==> src/rtl/logic_unit_pkg.sv <==
// logic_unit_pkg: function-select enum and default widths shared by logic_unit_pipe and bit_func
package logic_unit_pkg;
  typedef enum logic [1:0] {
    MODE_GATE  = 2'd0,
    MODE_FADD  = 2'd1,
    MODE_NAND3 = 2'd2,
    MODE_PASS  = 2'd3
  } mode_e;
  localparam int DEF_WIDTH = 8;
  localparam int DEF_CNT_W = 16;
endpackage

==> src/rtl/logic_unit_pipe_bit_func.sv <==
// bit_func: bitwise function unit; a, b, c, mode in -> x, y out (GATE, FADD, NAND3, PASS)
module bit_func
  import logic_unit_pkg::*;
#(
  parameter int WIDTH = DEF_WIDTH
) (
  input  logic [WIDTH-1:0] a,
  input  logic [WIDTH-1:0] b,
  input  logic [WIDTH-1:0] c,
  input  mode_e            mode,
  output logic [WIDTH-1:0] x,
  output logic [WIDTH-1:0] y
);
  always_comb begin
    x = mode == MODE_GATE  ? (a | b) ^ ~c :
        mode == MODE_FADD  ? a ^ b ^ c :
        mode == MODE_NAND3 ? ~(a & b & c) : a;
    y = mode == MODE_GATE  ? a & b :
        mode == MODE_FADD  ? (a & b) | (a & c) | (b & c) :
        mode == MODE_NAND3 ? a | b | c : b;
  end
endmodule

==> src/rtl/logic_unit_pipe.sv <==
// logic_unit_pipe: 2-stage valid/ready bitwise logic pipe; in_valid/in_ready/a/b/c/mode in, out_valid/out_ready/x/y out, cnt_clr/txn_count handshake counter
module logic_unit_pipe
  import logic_unit_pkg::*;
#(
  parameter int WIDTH = DEF_WIDTH,
  parameter int CNT_W = DEF_CNT_W
) (
  input  logic             clk,
  input  logic             rst_n,
  input  logic             in_valid,
  output logic             in_ready,
  input  logic [WIDTH-1:0] a,
  input  logic [WIDTH-1:0] b,
  input  logic [WIDTH-1:0] c,
  input  mode_e            mode,
  output logic             out_valid,
  input  logic             out_ready,
  output logic [WIDTH-1:0] x,
  output logic [WIDTH-1:0] y,
  input  logic             cnt_clr,
  output logic [CNT_W-1:0] txn_count
);
  logic             s1_valid, s2_valid, s1_load, s2_load;
  logic [WIDTH-1:0] s1_a, s1_b, s1_c, f_x, f_y;
  mode_e            s1_mode;
  assign s2_load   = !s2_valid || out_ready;
  assign s1_load   = !s1_valid || s2_load;
  assign in_ready  = s1_load;
  assign out_valid = s2_valid;
  bit_func #(.WIDTH(WIDTH)) u_func (
    .a(s1_a), .b(s1_b), .c(s1_c), .mode(s1_mode), .x(f_x), .y(f_y)
  );
  always_ff @(posedge clk or negedge rst_n) begin
    if (!rst_n) begin
      s1_valid  <= 1'b0;
      s1_a      <= '0;
      s1_b      <= '0;
      s1_c      <= '0;
      s1_mode   <= MODE_GATE;
      s2_valid  <= 1'b0;
      x         <= '0;
      y         <= '0;
      txn_count <= '0;
    end else begin
      if (s1_load) begin
        s1_valid <= in_valid;
        if (in_valid) begin
          s1_a    <= a;
          s1_b    <= b;
          s1_c    <= c;
          s1_mode <= mode;
        end
      end
      if (s2_load) begin
        s2_valid <= s1_valid;
        if (s1_valid) begin
          x <= f_x;
          y <= f_y;
        end
      end
      if (cnt_clr)
        txn_count <= '0;
      else if (s2_valid && out_ready && txn_count != {CNT_W{1'b1}})
        txn_count <= txn_count + 1'b1;
    end
  end
endmodule

==> config.mk <==
export PLATFORM = sky130hd
export DESIGN_NAME = logic_unit_pipe
export DESIGN_NICKNAME = d
export VERILOG_FILES = /design/src/rtl/logic_unit_pkg.sv /design/src/rtl/logic_unit_pipe_bit_func.sv /design/src/rtl/logic_unit_pipe.sv
export SDC_FILE = /design/constraint.sdc
export NUM_CORES = 1
export LEC_CHECK = 0
export ABC_AREA = 1
export ABC_CLOCK_PERIOD_IN_PS = 4400
export BUFFER_PORTS_ARGS = -buffer_cell sky130_fd_sc_hd__buf_2
export CAP_MARGIN = 10
export CORE_MARGIN = 2
export CORE_UTILIZATION = 47
export DETAILED_ROUTE_END_ITERATION = 6
export GPL_ROUTABILITY_DRIVEN = 0
export PLACE_DENSITY = 0.77
export SLEW_MARGIN = 20
export SYNTH_ARGS = -nofsm -noshare
export SYNTH_HDL_FRONTEND = slang
export SYNTH_SLANG_ARGS = --single-unit
==> constraint.sdc <==
create_clock -name clk -period 4.4 [get_ports clk]
set_clock_uncertainty 0.05 [all_clocks]
set_input_delay 0.88 -clock clk [delete_from_list [all_inputs] [get_ports clk]]
set_output_delay 0.88 -clock clk [all_outputs]
set_load 0.01 [all_outputs]
Yosys cells after proc, flatten, opt, wreduce, memory -nomap -nowiden --
Cells that the tools add are included.
Operators by class: muxes and demuxes 8, $add $sub $neg 1, $lt $le $gt $ge 0, shifts and indexed selects 0, div/mod/pow operators 0, multipliers 0, bitwise gates (word level) 13, eq/ne operators 3, reduce and logical (&&, ||, !) cells 10
Operators by type and width (number):
- 8-bit 2-to-1 mux | 6
- 8-bit AND | 4
- 16-bit 2-to-1 mux | 2
- 8-bit OR | 4
- 8-bit bitwise XOR | 3
- 16-bit by 1-bit adder with 16-bit output, second input constant | 1
- 16-bit != test, second input constant | 1
- 8-bit NOT | 2
- 2-bit AND reduction | 2
- 2-bit by 1-bit == test with 1-bit output, second input constant | 1
- 2-bit == test, second input constant | 1
- 1-bit logical AND | 2
- 1-bit logical NOT | 2
- 2-bit logical NOT | 1
- 1-bit logical OR | 2
- 2-bit nonzero test | 1
Word-level totals: ROM bits 0, input bits 31, bits in latches 0, logic and storage cells 44, memory bits (writable) 0, output and inout port bits 34, memories 0, flip-flop bits (word level) 60

Logic depth before layout (Yosys ltp) --
depth in word-level cells 6, depth in mapped cells 10, mapped depth without buffers 9

Hierarchy --
Synthesis repeated with hierarchy kept, for this count alone.
Unflattened totals: cell total of the unflattened synthesis 484, area total of the unflattened synthesis 3918.8 sq um
Modules (own cells, without submodules):
- logic_unit_pipe | sequential area each 1501.4 sq um, area each 2691.3 sq um, cells an instance 258, instances 1
- bit_func | sequential area each 0.0 sq um, area each 1227.4 sq um, cells an instance 226, instances 1

Least setup slack after synthesis --
Ideal clock, no wire load.
kind input-to-output, start input port out_ready, end output port in_ready, setup slack 2.406 ns, arrival time 1.064 ns, required time 3.470 ns, path buffers 0, stages on the path 2, path through inv_1 -> nand3_1
Between the ends: longest elaborated chain between the ends 2
Ends and longest elaborated chain:
- start, declared | RTL line logic_unit_pipe.sv:17 | input logic out_ready,
- 1-bit logical OR | RTL line logic_unit_pipe.sv:26 | assign s2_load = !s2_valid || out_ready;
- 1-bit logical OR | RTL line logic_unit_pipe.sv:27 | assign s1_load = !s1_valid || s2_load;
- end, declared | RTL line logic_unit_pipe.sv:11 | output logic in_ready,
No other way between the ends.

Final worst setup path --
start register s1_mode[0], end register x[6]
Between the ends: longest elaborated chain between the ends 4, elaborated cells between the ends (all ways) 6, those cells by class eq/ne (2); mux (3); reduce/logical (1)
Ends and longest elaborated chain:
- start, declared | RTL line logic_unit_pipe.sv:25 | mode_e s1_mode;
- start signal, assigned | RTL line logic_unit_pipe.sv:51 | s1_mode <= mode;
- 2-bit == test | RTL line logic_unit_pipe_bit_func.sv:17 | mode == MODE_NAND3 ? ~(a & b & c) : a;
- 8-bit 2-to-1 mux | RTL line logic_unit_pipe_bit_func.sv:17
- 8-bit 2-to-1 mux | RTL line logic_unit_pipe_bit_func.sv:16 | mode == MODE_FADD ? a ^ b ^ c :
- 8-bit 2-to-1 mux * | RTL line logic_unit_pipe_bit_func.sv:15 | x = mode == MODE_GATE ? (a | b) ^ ~c :
- end signal, assigned | RTL line logic_unit_pipe.sv:41 | x <= '0;
- end signal, assigned | RTL line logic_unit_pipe.sv:57 | x <= f_x;
- end, declared | RTL line logic_unit_pipe.sv:18 | output logic [WIDTH-1:0] x,
Mark *: on every way between the ends. The rest lies on a longest branch, timed or not. A chain may end at the register's enable or synchronous reset.

==> results.md <==
- Result of the run: finished clean
- Maximum clock insertion buffer count: 2
- Initial DRC count: roughly 200
- Initial standard-cell utilization of the core: between 40% and 50%
- Routed wire length: approximately 8500 microns
- Total chip power: ~1.7 mW
- Share of post-route cells with drive strength above 1: around 18%
- Final standard cell utilization of the core: approximately 56%
- Share of synthesized area occupied by flip-flops and latches: just over 40%
- RSZ-0062 raised after global routing: no
- Die Y: a little over 90 microns
- Mux contribution to synthesized area: 0%
- Width of the die: 92.20 microns
- Data arrival time at the worst-slack endpoint: 2.51 ns
- Crit Path Max Fanout: 24
- Mapped Nets: between 500 and 600
- Antenna Violating Nets Remaining: 0
- Antenna cell count: 0
- FP Rows: 32
- Library cells used by synthesis: 22
- Number of clock sinks: 60
- Total internal power: about 1.1 mW
- Max stage delay on crit path: roughly 0.60 ns
- Cell leakage power: between 2 and 2.5 nW
- Port buffer count: 64
- Total net switching power: 0.6151 mW
- Worst Hold Margin: 0.4283 ns
- Required time at the endpoint of the critical path: roughly 4.6 ns
- Synthesized-area fraction occupied by ao, oa, aoi and oai cells: roughly a tenth
- Signed area change from the synthesized netlist to the final layout: 16.91%
- Vias per Instance: roughly 5.2
- Count of fill cells added during filler insertion: a little over 700
- Critical path's most frequent cell: nand2_1
- Sequential cell fraction of total power: 42.7%
- Grt total ovfl: 0
- Routed len/inst: between 10 and 15 microns
- Avg Inst Size Synth: approximately 8 sq um
- Total count of hold-check failures in the final report: 0
- Total of endpoints with negative setup slack in the final report: 0
- Crit Reg-Reg Endpoint: x[6]$_DFFE_PN0P_
- Setup crit start kind: flip-flop
- DR vias: approximately 3300
- Worst path buffer plus inverter count: 2
- Tot GR Track Use: a little over a fifth
- Type of the most critical hold path: reg -> reg
- Placed wire-length estimate: approximately 6100 microns
- Maximum vdd drop: roughly 0.00019 V
- Level count of the clock H-tree: 3
- Net switching fraction of the power: between 30% and 40%
- Number of antenna violations at the first check in global routing: 0
- Type of element capturing the critical path: flip-flop
- Routed met3 length: ~480 microns
- Start point of the critical path: s1_mode[0]$_DFFE_PN0P_
- Slew at the pin closest to its max-slew limit: 0.7513 ns
- Main combinational cell family by area after synthesis: simple AND/OR/NAND/NOR gates
- Max-cap check violation count: 0
- Ports: 65
- XOR/XNOR share of the synthesized area: less than 1%
- Standard cell core area: about 7600 sq um
- Routed length on met1: 3721 microns
- CTS Buf Count: 9
- Startpoint-to-endpoint class of the critical path: reg -> reg
- Final Max Slew Viols: 0
- CTS resizes: 0
- Pin count of the biggest net entering global routing: 53
- Maximum achievable frequency: ~440 MHz
- Cell class contributing the biggest share of worst-path delay: simple AND/OR/NAND/NOR gates
- Adder-cell share of the synthesized area: 12.94%
- Launch point of the worst reg-to-reg path: s1_mode[0]$_DFFE_PN0P_
- Number of global-route vias before repair: between 3000 and 4000
- Slowest-stage cell, CP: nand2_1
- Power share of the combinational group: around 28%
- Share of the clock period used by the worst path: 52.00%
- CTS tree: yes
- Count of nets after finishing: roughly 590
- Synth Area in Simple Gates: between 20 and 30%
- CTS Root Buffer Type: clkbuf_8
- Depth of the critical timing path with buffers and inverters included: 6
- Routed wl met2: approximately 4200 microns
- Proportion of power drawn by the clock network: between 20% and 30%
- Crit path to: x[6]$_DFFE_PN0P_
- Cell Area, Synth: 3656 sq um
- Clock latency on the worst-skew pair: roughly 0.34 ns
- Clock transition at the registers of the reported paths: 0.07 ns
- Post-route DRC: 0
- Yosys warning total: 0
- Crit path time final: between 2 and 2.5 ns
- Count of TritonRoute iterations in the first routing pass: 4
- Overall die area: ~8500 sq um
- Flop-to-flop setup slack: approximately 2.1 ns
- Power density relative to cell area: a little over 400 nW/um^2
- First-pass GRT wire length: ~15000 microns
- Cell chain of the critical path: inv_1, nand2_1, clkinv_1, o211ai_1, nand2_1, a21oi_1
- Highest metal used: met4
- Gate count after technology mapping: between 400 and 500
- Tightest slew margin relative to the limit: around 50%
- Count of state elements after synthesis: 60
- Hold-fix buffer count after cts: 0
- Logic depth of the worst register-to-register path: 6
- Total Negative Setup Slacks: 0 ns
- Number of post-CTS setup repair buffers: 0
==> layout by cell type, fill, tap and decap left out, types with 2 or more instances in the layout <==
master,n
a21oi_1,44
buf_2,64
buf_4,2
clkbuf_8,11
clkinv_1,2
clkinv_2,2
dfrtp_1,60
fa_1,8
ha_1,25
inv_1,46
nand2_1,114
nand3_1,46
nand4_1,13
nor2_1,53
nor2_2,3
nor2_4,3
o211ai_1,9
o21ai_0,13
or2_2,8
xor2_1,3
==> per-layer routing <==
layer / vias up / GRT usage (%)
met4: 0 / 6.841
met1: 1551 / 27.39
li1: 1635 / -
met5: - / 0
met2: 93 / 36.27
met3: 10 / 4.437
==> layout make-up <==
class | instances | area (sq um) | area share [%]
clock buffers | 12 | 155.1 | 3.630
inverters | 48 | 180.2 | 4.215
flip-flops and latches | 60 | 1501 | 35.13
well taps | 102 | 127.6 | 2.986
multi-input cells | 344 | 1907 | 44.61
clock inverters | 4 | 47.55 | 1.112
repair buffers | 67 | 355.3 | 8.314
==> worst reg2reg max path, stage by stage, from the launching register on <==
cell,delay [ns]
dfrtp_1,0.38
inv_1,0.16
nand2_1,0.60
clkinv_1,0.51
o211ai_1,0.29
nand2_1,0.08
a21oi_1,0.13
==> power by group through the flow <==
stage	Combinational (mW)	Sequential (mW)	Clock, mW
2_1_floorplan	0.283	0.764	0
3_3_place_gp	0.466	0.754	0
3_5_place_dp	0.484	0.755	0
4_1_cts	0.486	0.746	0.527
5_1_grt	0.556	0.759	0.554
6_report	0.482	0.745	0.519
==> synthesized netlist by cell type (all sizes together) <==
| cell type | n | area, sq um |
|---|---|---|
| o211ai | 9 | 67.56 |
| nor2 | 59 | 251.5 |
| xor2 | 3 | 26.28 |
| o21bai | 1 | 7.510 |
| nand3 | 46 | 230.2 |
| dfrtp | 60 | 1501 |
| fa | 8 | 160.2 |
| buf | 5 | 30.02 |
| inv | 46 | 172.7 |
| nand2 | 115 | 434.2 |
| or2 | 8 | 50.05 |
| nand4 | 13 | 81.33 |
| a21oi | 44 | 220.2 |
| clkbuf | 10 | 37.54 |
| ha | 25 | 312.8 |
| clkinv | 2 | 7.510 |
| o21ai | 13 | 65.06 |
==> how the worst min path moves through the flow <==
| stage | startpoint | endpoint | depth (start not counted) |
|---|---|---|---|
| 5_1_grt | rst_n | txn_count[4]$_DFFE_PN0P_ | 1 |
| 4_1_cts | x[3]$_DFFE_PN0P_ | x[3]$_DFFE_PN0P_ | 2 |
| 3_5_place_dp | x[3]$_DFFE_PN0P_ | x[3]$_DFFE_PN0P_ | 2 |
| 3_3_place_gp | x[3]$_DFFE_PN0P_ | x[3]$_DFFE_PN0P_ | 2 |
| 2_1_floorplan | x[0]$_DFFE_PN0P_ | x[0]$_DFFE_PN0P_ | 2 |
| 6_report | x[3]$_DFFE_PN0P_ | x[3]$_DFFE_PN0P_ | 2 |
==> cells by family (layout without fill, tap and decap cells) <==
family                   count (synthesis)  in the layout
AO/OA/AOI/OAI                           67             67
AND/OR/NAND/NOR                        241            241
adder cells (fa/ha/maj)                 33             33
buffers and inverters                   63            131
XOR/XNOR                                 3              3
flip-flops                              60             60
==> stage by stage <==
| step | std cells | setup WS (ns) | cell area, sq um |
|---|---|---|---|
| 3_5_place_dp | 621 | 1.942 | 4071 |
| 6_report | 637 | 2.112 | 4274 |
| 5_1_grt | 637 | 1.841 | 4274 |
| 2_1_floorplan | 467 | 2.406 | 3656 |
| 3_3_place_gp | 620 | 2.026 | 4051 |
| 4_1_cts | 637 | 2.107 | 4274 |
==> registers in the layout, summed over array words and instances (netlist names) <==
name / cells
s1_mode: 2
s1_c: 8
txn_count: 16
x: 8
s1_a: 8
y: 8
s1_b: 8
out_valid: 1
s1_valid: 1
No activity file was read; power rests on OpenSTA's default activity.
